==> src/rtl/spi_pkg.sv <==
// Shared SPI definitions for the byte master and the FPGA slave-side code.
package spi_pkg;

    localparam int SPI_BYTE_W = 8;

    typedef enum logic [1:0] {
        IDLE = 2'd0,
        XFER = 2'd1,
        WAIT = 2'd2,
        HOLD = 2'd3
    } spi_m_state_t;

endpackage

==> src/rtl/spi_master_byte_if.sv <==
// Byte stream (tx valid/ready in, rx pulse out) between a host and spi_master_byte.
interface spi_master_byte_if;
    import spi_pkg::*;

    logic                  tx_valid;
    logic                  tx_ready;
    logic [SPI_BYTE_W-1:0] tx_data;
    logic                  tx_last;
    logic                  rx_valid;
    logic [SPI_BYTE_W-1:0] rx_data;
    logic                  busy;

    modport master (
        output tx_valid, tx_data, tx_last,
        input  tx_ready, rx_valid, rx_data, busy
    );

    modport slave (
        input  tx_valid, tx_data, tx_last,
        output tx_ready, rx_valid, rx_data, busy
    );

endinterface

==> src/rtl/spi_sck_gen.sv <==
// SCK half-period timer: alternating rise/fall ticks every CLK_DIV clocks while run is high.
module spi_sck_gen #(
    parameter int CLK_DIV = 8
) (
    input  logic clk,
    input  logic rst,
    input  logic run,
    output logic rise_tick,
    output logic fall_tick
);

    localparam int CW = (CLK_DIV > 1) ? $clog2(CLK_DIV) : 1;
    localparam logic [CW-1:0] HALF_LAST = CW'(CLK_DIV - 1);

    logic [CW-1:0] half_cnt;
    logic          phase;
    logic          wrap;

    assign wrap      = run && (half_cnt == HALF_LAST);
    assign rise_tick = wrap && !phase;
    assign fall_tick = wrap && phase;

    // Dropping run rearms the timer so every byte starts with a full low half.
    always_ff @(posedge clk) begin
        if (rst || !run) begin
            half_cnt <= '0;
            phase    <= 1'b0;
        end else if (wrap) begin
            half_cnt <= '0;
            phase    <= ~phase;
        end else begin
            half_cnt <= half_cnt + 1'b1;
        end
    end

endmodule

==> src/rtl/spi_master_byte.sv <==
// SPI mode-0 master, MSB first, 8-bit frames; SSEL held low across a burst until tx_last.
module spi_master_byte
    import spi_pkg::*;
#(
    parameter int CLK_DIV = 8,
    parameter int CS_IDLE = 4
) (
    input  logic               clk,
    input  logic               rst,
    spi_master_byte_if.slave   bus,
    output logic               SCK,
    output logic               SSEL,
    output logic               MOSI,
    input  logic               MISO
);

    localparam logic [1:0] ST_IDLE = IDLE;
    localparam logic [1:0] ST_XFER = XFER;
    localparam logic [1:0] ST_WAIT = WAIT;
    localparam logic [1:0] ST_HOLD = HOLD;

    localparam int IW = $clog2(CS_IDLE + 1);
    localparam logic [IW-1:0] IDLE_LAST = IW'(CS_IDLE - 1);

    logic [1:0]            state;
    logic [SPI_BYTE_W-2:0] tx_sh;
    logic [SPI_BYTE_W-1:0] rx_sh;
    logic [SPI_BYTE_W-1:0] rx_data_q;
    logic                  rx_valid_q;
    logic                  last_q;
    logic [2:0]            bit_cnt;
    logic [IW-1:0]         idle_cnt;
    logic [1:0]            miso_pipe;
    logic                  rise_tick;
    logic                  fall_tick;
    logic                  accept;

    assign bus.tx_ready = !rst && (state == ST_IDLE || state == ST_WAIT);
    assign bus.busy     = (state != ST_IDLE);
    assign bus.rx_valid = rx_valid_q;
    assign bus.rx_data  = rx_data_q;
    assign accept       = bus.tx_valid && bus.tx_ready;

    spi_sck_gen #(.CLK_DIV(CLK_DIV)) u_sck_gen (
        .clk       (clk),
        .rst       (rst),
        .run       (state == ST_XFER),
        .rise_tick (rise_tick),
        .fall_tick (fall_tick)
    );

    always_ff @(posedge clk) begin
        if (rst) begin
            state      <= ST_IDLE;
            SCK        <= 1'b0;
            SSEL       <= 1'b1;
            MOSI       <= 1'b0;
            rx_valid_q <= 1'b0;
            rx_data_q  <= '0;
            tx_sh      <= '0;
            rx_sh      <= '0;
            last_q     <= 1'b0;
            bit_cnt    <= '0;
            idle_cnt   <= '0;
            miso_pipe  <= '0;
        end else begin
            miso_pipe  <= {miso_pipe[0], MISO};
            rx_valid_q <= 1'b0;
            case (state)
                ST_IDLE, ST_WAIT: begin
                    if (accept) begin
                        tx_sh   <= bus.tx_data[SPI_BYTE_W-2:0];
                        MOSI    <= bus.tx_data[SPI_BYTE_W-1];
                        last_q  <= bus.tx_last;
                        SSEL    <= 1'b0;
                        bit_cnt <= '0;
                        state   <= ST_XFER;
                    end
                end
                ST_XFER: begin
                    if (rise_tick) begin
                        SCK   <= 1'b1;
                        rx_sh <= {rx_sh[SPI_BYTE_W-2:0], miso_pipe[1]};
                    end
                    if (fall_tick) begin
                        SCK <= 1'b0;
                        if (bit_cnt == 3'd7) begin
                            rx_data_q  <= rx_sh;
                            rx_valid_q <= 1'b1;
                            idle_cnt   <= '0;
                            state      <= last_q ? ST_HOLD : ST_WAIT;
                        end else begin
                            bit_cnt <= bit_cnt + 3'd1;
                            MOSI    <= tx_sh[SPI_BYTE_W-2];
                            tx_sh   <= {tx_sh[SPI_BYTE_W-3:0], 1'b0};
                        end
                    end
                end
                ST_HOLD: begin
                    // SSEL rises one clock after the final SCK fall, then stays high CS_IDLE clocks.
                    SSEL <= 1'b1;
                    MOSI <= 1'b0;
                    if (idle_cnt == IDLE_LAST) state <= ST_IDLE;
                    else                       idle_cnt <= idle_cnt + 1'b1;
                end
                default: state <= ST_IDLE;
            endcase
        end
    end

endmodule

==> src/flat_wrapper.sv <==
// flat-port wrapper written by rule: the top's interface ports become plain ports
module spi_master_byte_flat import spi_pkg::*;
#(
    parameter int CLK_DIV = 8,
    parameter int CS_IDLE = 4
)
  (clk, rst, SCK, SSEL, MOSI, MISO, bus_tx_valid, bus_tx_data, bus_tx_last, bus_tx_ready, bus_rx_valid, bus_rx_data, bus_busy);
  spi_master_byte_if bus_i ();
  input  logic clk;
  input  logic rst;
  output logic SCK;
  output logic SSEL;
  output logic MOSI;
  input  logic MISO;
  input wire logic [$bits(bus_i.tx_valid)-1:0] bus_tx_valid;
  input wire logic [$bits(bus_i.tx_data)-1:0] bus_tx_data;
  input wire logic [$bits(bus_i.tx_last)-1:0] bus_tx_last;
  output wire logic [$bits(bus_i.tx_ready)-1:0] bus_tx_ready;
  output wire logic [$bits(bus_i.rx_valid)-1:0] bus_rx_valid;
  output wire logic [$bits(bus_i.rx_data)-1:0] bus_rx_data;
  output wire logic [$bits(bus_i.busy)-1:0] bus_busy;
  assign bus_i.tx_valid = bus_tx_valid;
  assign bus_i.tx_data = bus_tx_data;
  assign bus_i.tx_last = bus_tx_last;
  assign bus_tx_ready = bus_i.tx_ready;
  assign bus_rx_valid = bus_i.rx_valid;
  assign bus_rx_data = bus_i.rx_data;
  assign bus_busy = bus_i.busy;
  spi_master_byte #(.CLK_DIV(CLK_DIV), .CS_IDLE(CS_IDLE)) u_core (.clk(clk), .rst(rst), .bus(bus_i), .SCK(SCK), .SSEL(SSEL), .MOSI(MOSI), .MISO(MISO));
endmodule
==> config.mk <==
export PLATFORM = sky130hd
export DESIGN_NAME = spi_master_byte_flat
export DESIGN_NICKNAME = d
export VERILOG_FILES = /design/src/rtl/spi_pkg.sv /design/src/rtl/spi_master_byte_if.sv /design/src/rtl/spi_sck_gen.sv /design/src/rtl/spi_master_byte.sv /design/src/flat_wrapper.sv
export SDC_FILE = /design/constraint.sdc
export NUM_CORES = 1
export LEC_CHECK = 0
export ABC_AREA = 1
export CAP_MARGIN = 20
export CORE_MARGIN = 2
export CORE_UTILIZATION = 58
export CTS_BUF_LIST = sky130_fd_sc_hd__clkbuf_8
export DETAILED_ROUTE_END_ITERATION = 7
export DONT_BUFFER_PORTS = 1
export PLACE_DENSITY = 0.76
export REMOVE_ABC_BUFFERS = 1
export SLEW_MARGIN = 10
export SYNTH_ARGS = -nofsm -noshare
export SYNTH_HDL_FRONTEND = slang
export SYNTH_SLANG_ARGS = --single-unit
==> constraint.sdc <==
create_clock -name clk -period 1.6 [get_ports clk]
set_clock_uncertainty 0.15 [all_clocks]
set_input_delay 0.32 -clock clk [delete_from_list [all_inputs] [get_ports clk]]
set_output_delay 0.32 -clock clk [all_outputs]
set_load 0.01 [all_outputs]
==> summary.txt <==
Run status
  • Status: completed

Placement
  • Half-perimeter wire length after placement: 2257 µm
  • Number of placed instances, taps included: 280
  • RePlAce Congestion: between 0.7 and 0.8
  • Total of buffers placed on input and output ports: 0
  • Area after detailed placement: 1867 µm²

Floorplanning
  • Area of the die: 3543 µm²
  • Horizontal die dimension: around 60 µm
  • Initial core utilization: between 50 and 60%
  • Placeable core region: 3003 µm²
  • Std cell rows: 20
  • Number of top-level design ports: 27
  • Die outline height: 59.52 µm

Min path
  • Worst hold path type: input port to register

Setup path
  • Required arrival time at the worst endpoint: 1.13 ns
  • Highest net fanout along the worst path: 6
  • Start-to-end type of the worst setup path: register to output pin
  • Worst endpoint data arrival time: 1.08 ns
  • Critical path startpoint category: register
  • Sort of element at the end of the critical path: output pin

STA
  • Final-report max-slew violation count: 0
  • Setup-failing EPs final: 0
  • Number of hold violations in the final report: 0
  • Timing-limited maximum frequency: 646.4 MHz
  • Final worst-path cycle share: 96.69%
  • RSZ-0062 raised after global routing: true
  • Minimum clock period after layout: 1.547 ns
  • Max-slew headroom: 75.79%
  • Slew of the pin with the lowest slew margin: 0.3620 ns

Run
  • Max-Cap Viols: 0

Clock network
  • Root cell of the clock tree: clkbuf_8
  • Number of buffers inserted during clock tree synthesis: 5
  • TritonCTS clock tree: yes
  • Clk Latency, worst-skew pair: about 0.3 ns
  • Clock Sinks: 42
  • Clock-pin slew of the registers on the worst-case setup and hold paths: roughly 0.080 ns
  • H-tree level count: 2
  • Clock Path Buffers: 2

Layout
  • Number of antenna diodes: 0
  • Number of standard cells in the final layout excluding fillers: slightly below 300
  • Layout overhead on the synthesized area: 16.23%
  • Most frequent standard cell in the layout excluding fill and tap cells: nor2_1
  • Fraction of the core area covered by cells at the end of the flow: slightly below 70%
  • Nets@finish: 277
  • Commonest cells after routing, fill and taps aside: nor2_1, nand2_1, dfxtp_1
  • Non-Filler Cell Area, Final: 2078 µm²
  • Share of post-route cells with drive strength above 1: 18.53%

Detailed routing
  • Remaining antenna violation count after routing: 0
  • TritonRoute pass-1 iters: 4
  • Number of DRC violations after detailed routing: 0
  • Mean number of vias per cell: 5.079
  • Wire length reported by the detailed router: roughly 3400 µm
  • Violation count after the first detailed-routing iteration: 28
  • Average detailed-routed wire length per instance: 11.56 µm
  • Number of vias in the routed layout: around 1500

Global routing
  • Number of global-route vias before repair: 1260
  • Largest net degree at the start of global routing: 23
  • Antenna violations before repair: 0
  • Overall track demand over capacity in global routing: 20.70%
  • Total grt overflow: 0
  • Global-route wire length before repair: 5361 µm

Yosys
  • Average instance area after synthesis: ~7.4 µm²
  • Number of flip-flops and latches in the synthesized netlist: 42
  • Sequential-to-total area share from yosys stat: 47.03%
  • Post-synth cell types: 24
  • Count of warnings emitted by yosys: 0
  • Number of instances in the synthesized netlist: 243
  • Post-synthesis cell area: 1788 µm²

Power
  • Sw frac: a little over a quarter
  • NetSw: approximately 530 µW
  • Power share of the combinational group: 10.4%
  • Clock group share of total power: 34.2%
  • Portion of total power attributed to sequential cells: 55.3%
  • Internal power: 1.471 mW
  • Power density normalized to cell area: just under 1000 nW/µm²
  • Worst ir drop on vdd: between 0.7 and 0.8 mV
  • Leak: 0.9561 nW
==> cells in the mapped netlist, drive strengths merged <==
cell type | n | area [µm²]
nor2 | 63 | 259.0
nand2 | 51 | 196.4
dfxtp | 42 | 840.8
inv | 25 | 93.84
o21ai | 23 | 115.1
a21oi | 9 | 45.04
nand3 | 8 | 45.04
buf | 7 | 45.04
ha | 6 | 75.07
o21bai | 3 | 26.27
nand3b | 2 | 15.01
a211oi | 1 | 7.510
a31oi | 1 | 12.51
nor3 | 1 | 5.000
or2 | 1 | 6.260
==> critical path: stages, from the launching register on <==
cell and delay [ns]:
dfxtp_2 0.42, inv_2 0.10, buf_4 0.15, nand2_1 0.11
==> power groups by stage <==
stage	Clock [mW]	Sequential, mW	Combinational [mW]
5_1_grt	0.740	1.11	0.236
3_5_place_dp	0	1.13	0.178
2_1_floorplan	0	1.12	0.134
3_3_place_gp	0	1.13	0.176
4_1_cts	0.699	1.10	0.202
6_report	0.684	1.11	0.209
==> metal layers <==
| layer | wire length (µm) | global-route usage [%] |
|---|---|---|
| met3 | 150 | 7.424 |
| met1 | 1665 | 26.39 |
| met2 | 1495 | 31.24 |
| met4 | 65 | 9.524 |
| met5 | 0 | 0 |
==> flip-flops by register name (all words and copies together), names as in the netlist <==
register and flops:
u_core.tx_sh 7, u_core.miso_pipe 2, u_core.bus.rx_data 8, u_core.idle_cnt 3, u_core.bus.rx_valid 1, u_core.last_q 1, u_core.SCK 1, u_core.u_sck_gen.phase 1
u_core.rx_sh 8, u_core.SSEL 1, u_core.MOSI 1, u_core.u_sck_gen.half_cnt 3, u_core.bit_cnt 3, u_core.state 2
==> per-stage QoR <==
stage / power [mW] / setup slack (ns) / hold WS, ns / setup TNS (ns)
after global routing: 2.087 / -0.003454 / 0.01723 / -0.003454
after global placement: 1.302 / -0.02297 / 0.2406 / -0.1549
after floorplan: 1.256 / 0.05224 / 0.2383 / 0
after detailed placement: 1.305 / -0.04463 / 0.2442 / -0.5568
final: 1.998 / 0.05292 / 0.01700 / 0
after CTS: 2.005 / 0.003022 / 0.01163 / 0
==> layout make-up <==
type / count / area, µm²
fill: 230 / 924.6
clock buffer: 5 / 68.82
timing repair buffer: 15 / 140.1
multi-input combinational: 169 / 867.1
sequential: 42 / 845.8
tap: 33 / 41.29
inverter: 25 / 93.84
clock inverter: 3 / 21.27
==> path summary, 6_finish.rpt <==
kind,from,endpoint,slack [ns],depth (start not counted)
setup / recovery,u_core.state[0],bus_busy,0.05,3
hold / removal,bus_tx_data[0],u_core.tx_sh[0],0.02,2
setup reg to reg,u_core.bit_cnt[0],u_core.bit_cnt[0],0.06,7
hold reg to reg,u_core.miso_pipe[0],u_core.miso_pipe[1],0.26,2
==> logic make-up after synthesis <==
group | share of synthesized area [%]
adder cells (fa/ha/maj) | 4.199
AND/OR/NAND/NOR | 29.46
AO/OA/AOI/OAI | 11.55
buffers and inverters | 7.767
flip-flops | 47.03
==> repair_timing <==
item | 4_1_cts | 5_1_grt
resized for setup | 11 | 11
endpoints found under the setup margin | 26 | 28
buffers inserted | 1 | 0
pin swaps | 1 | 4
hold endpoints to repair | 9 | 0
hold buffers | 3 | 0
(Power assumes the default switching activity.)
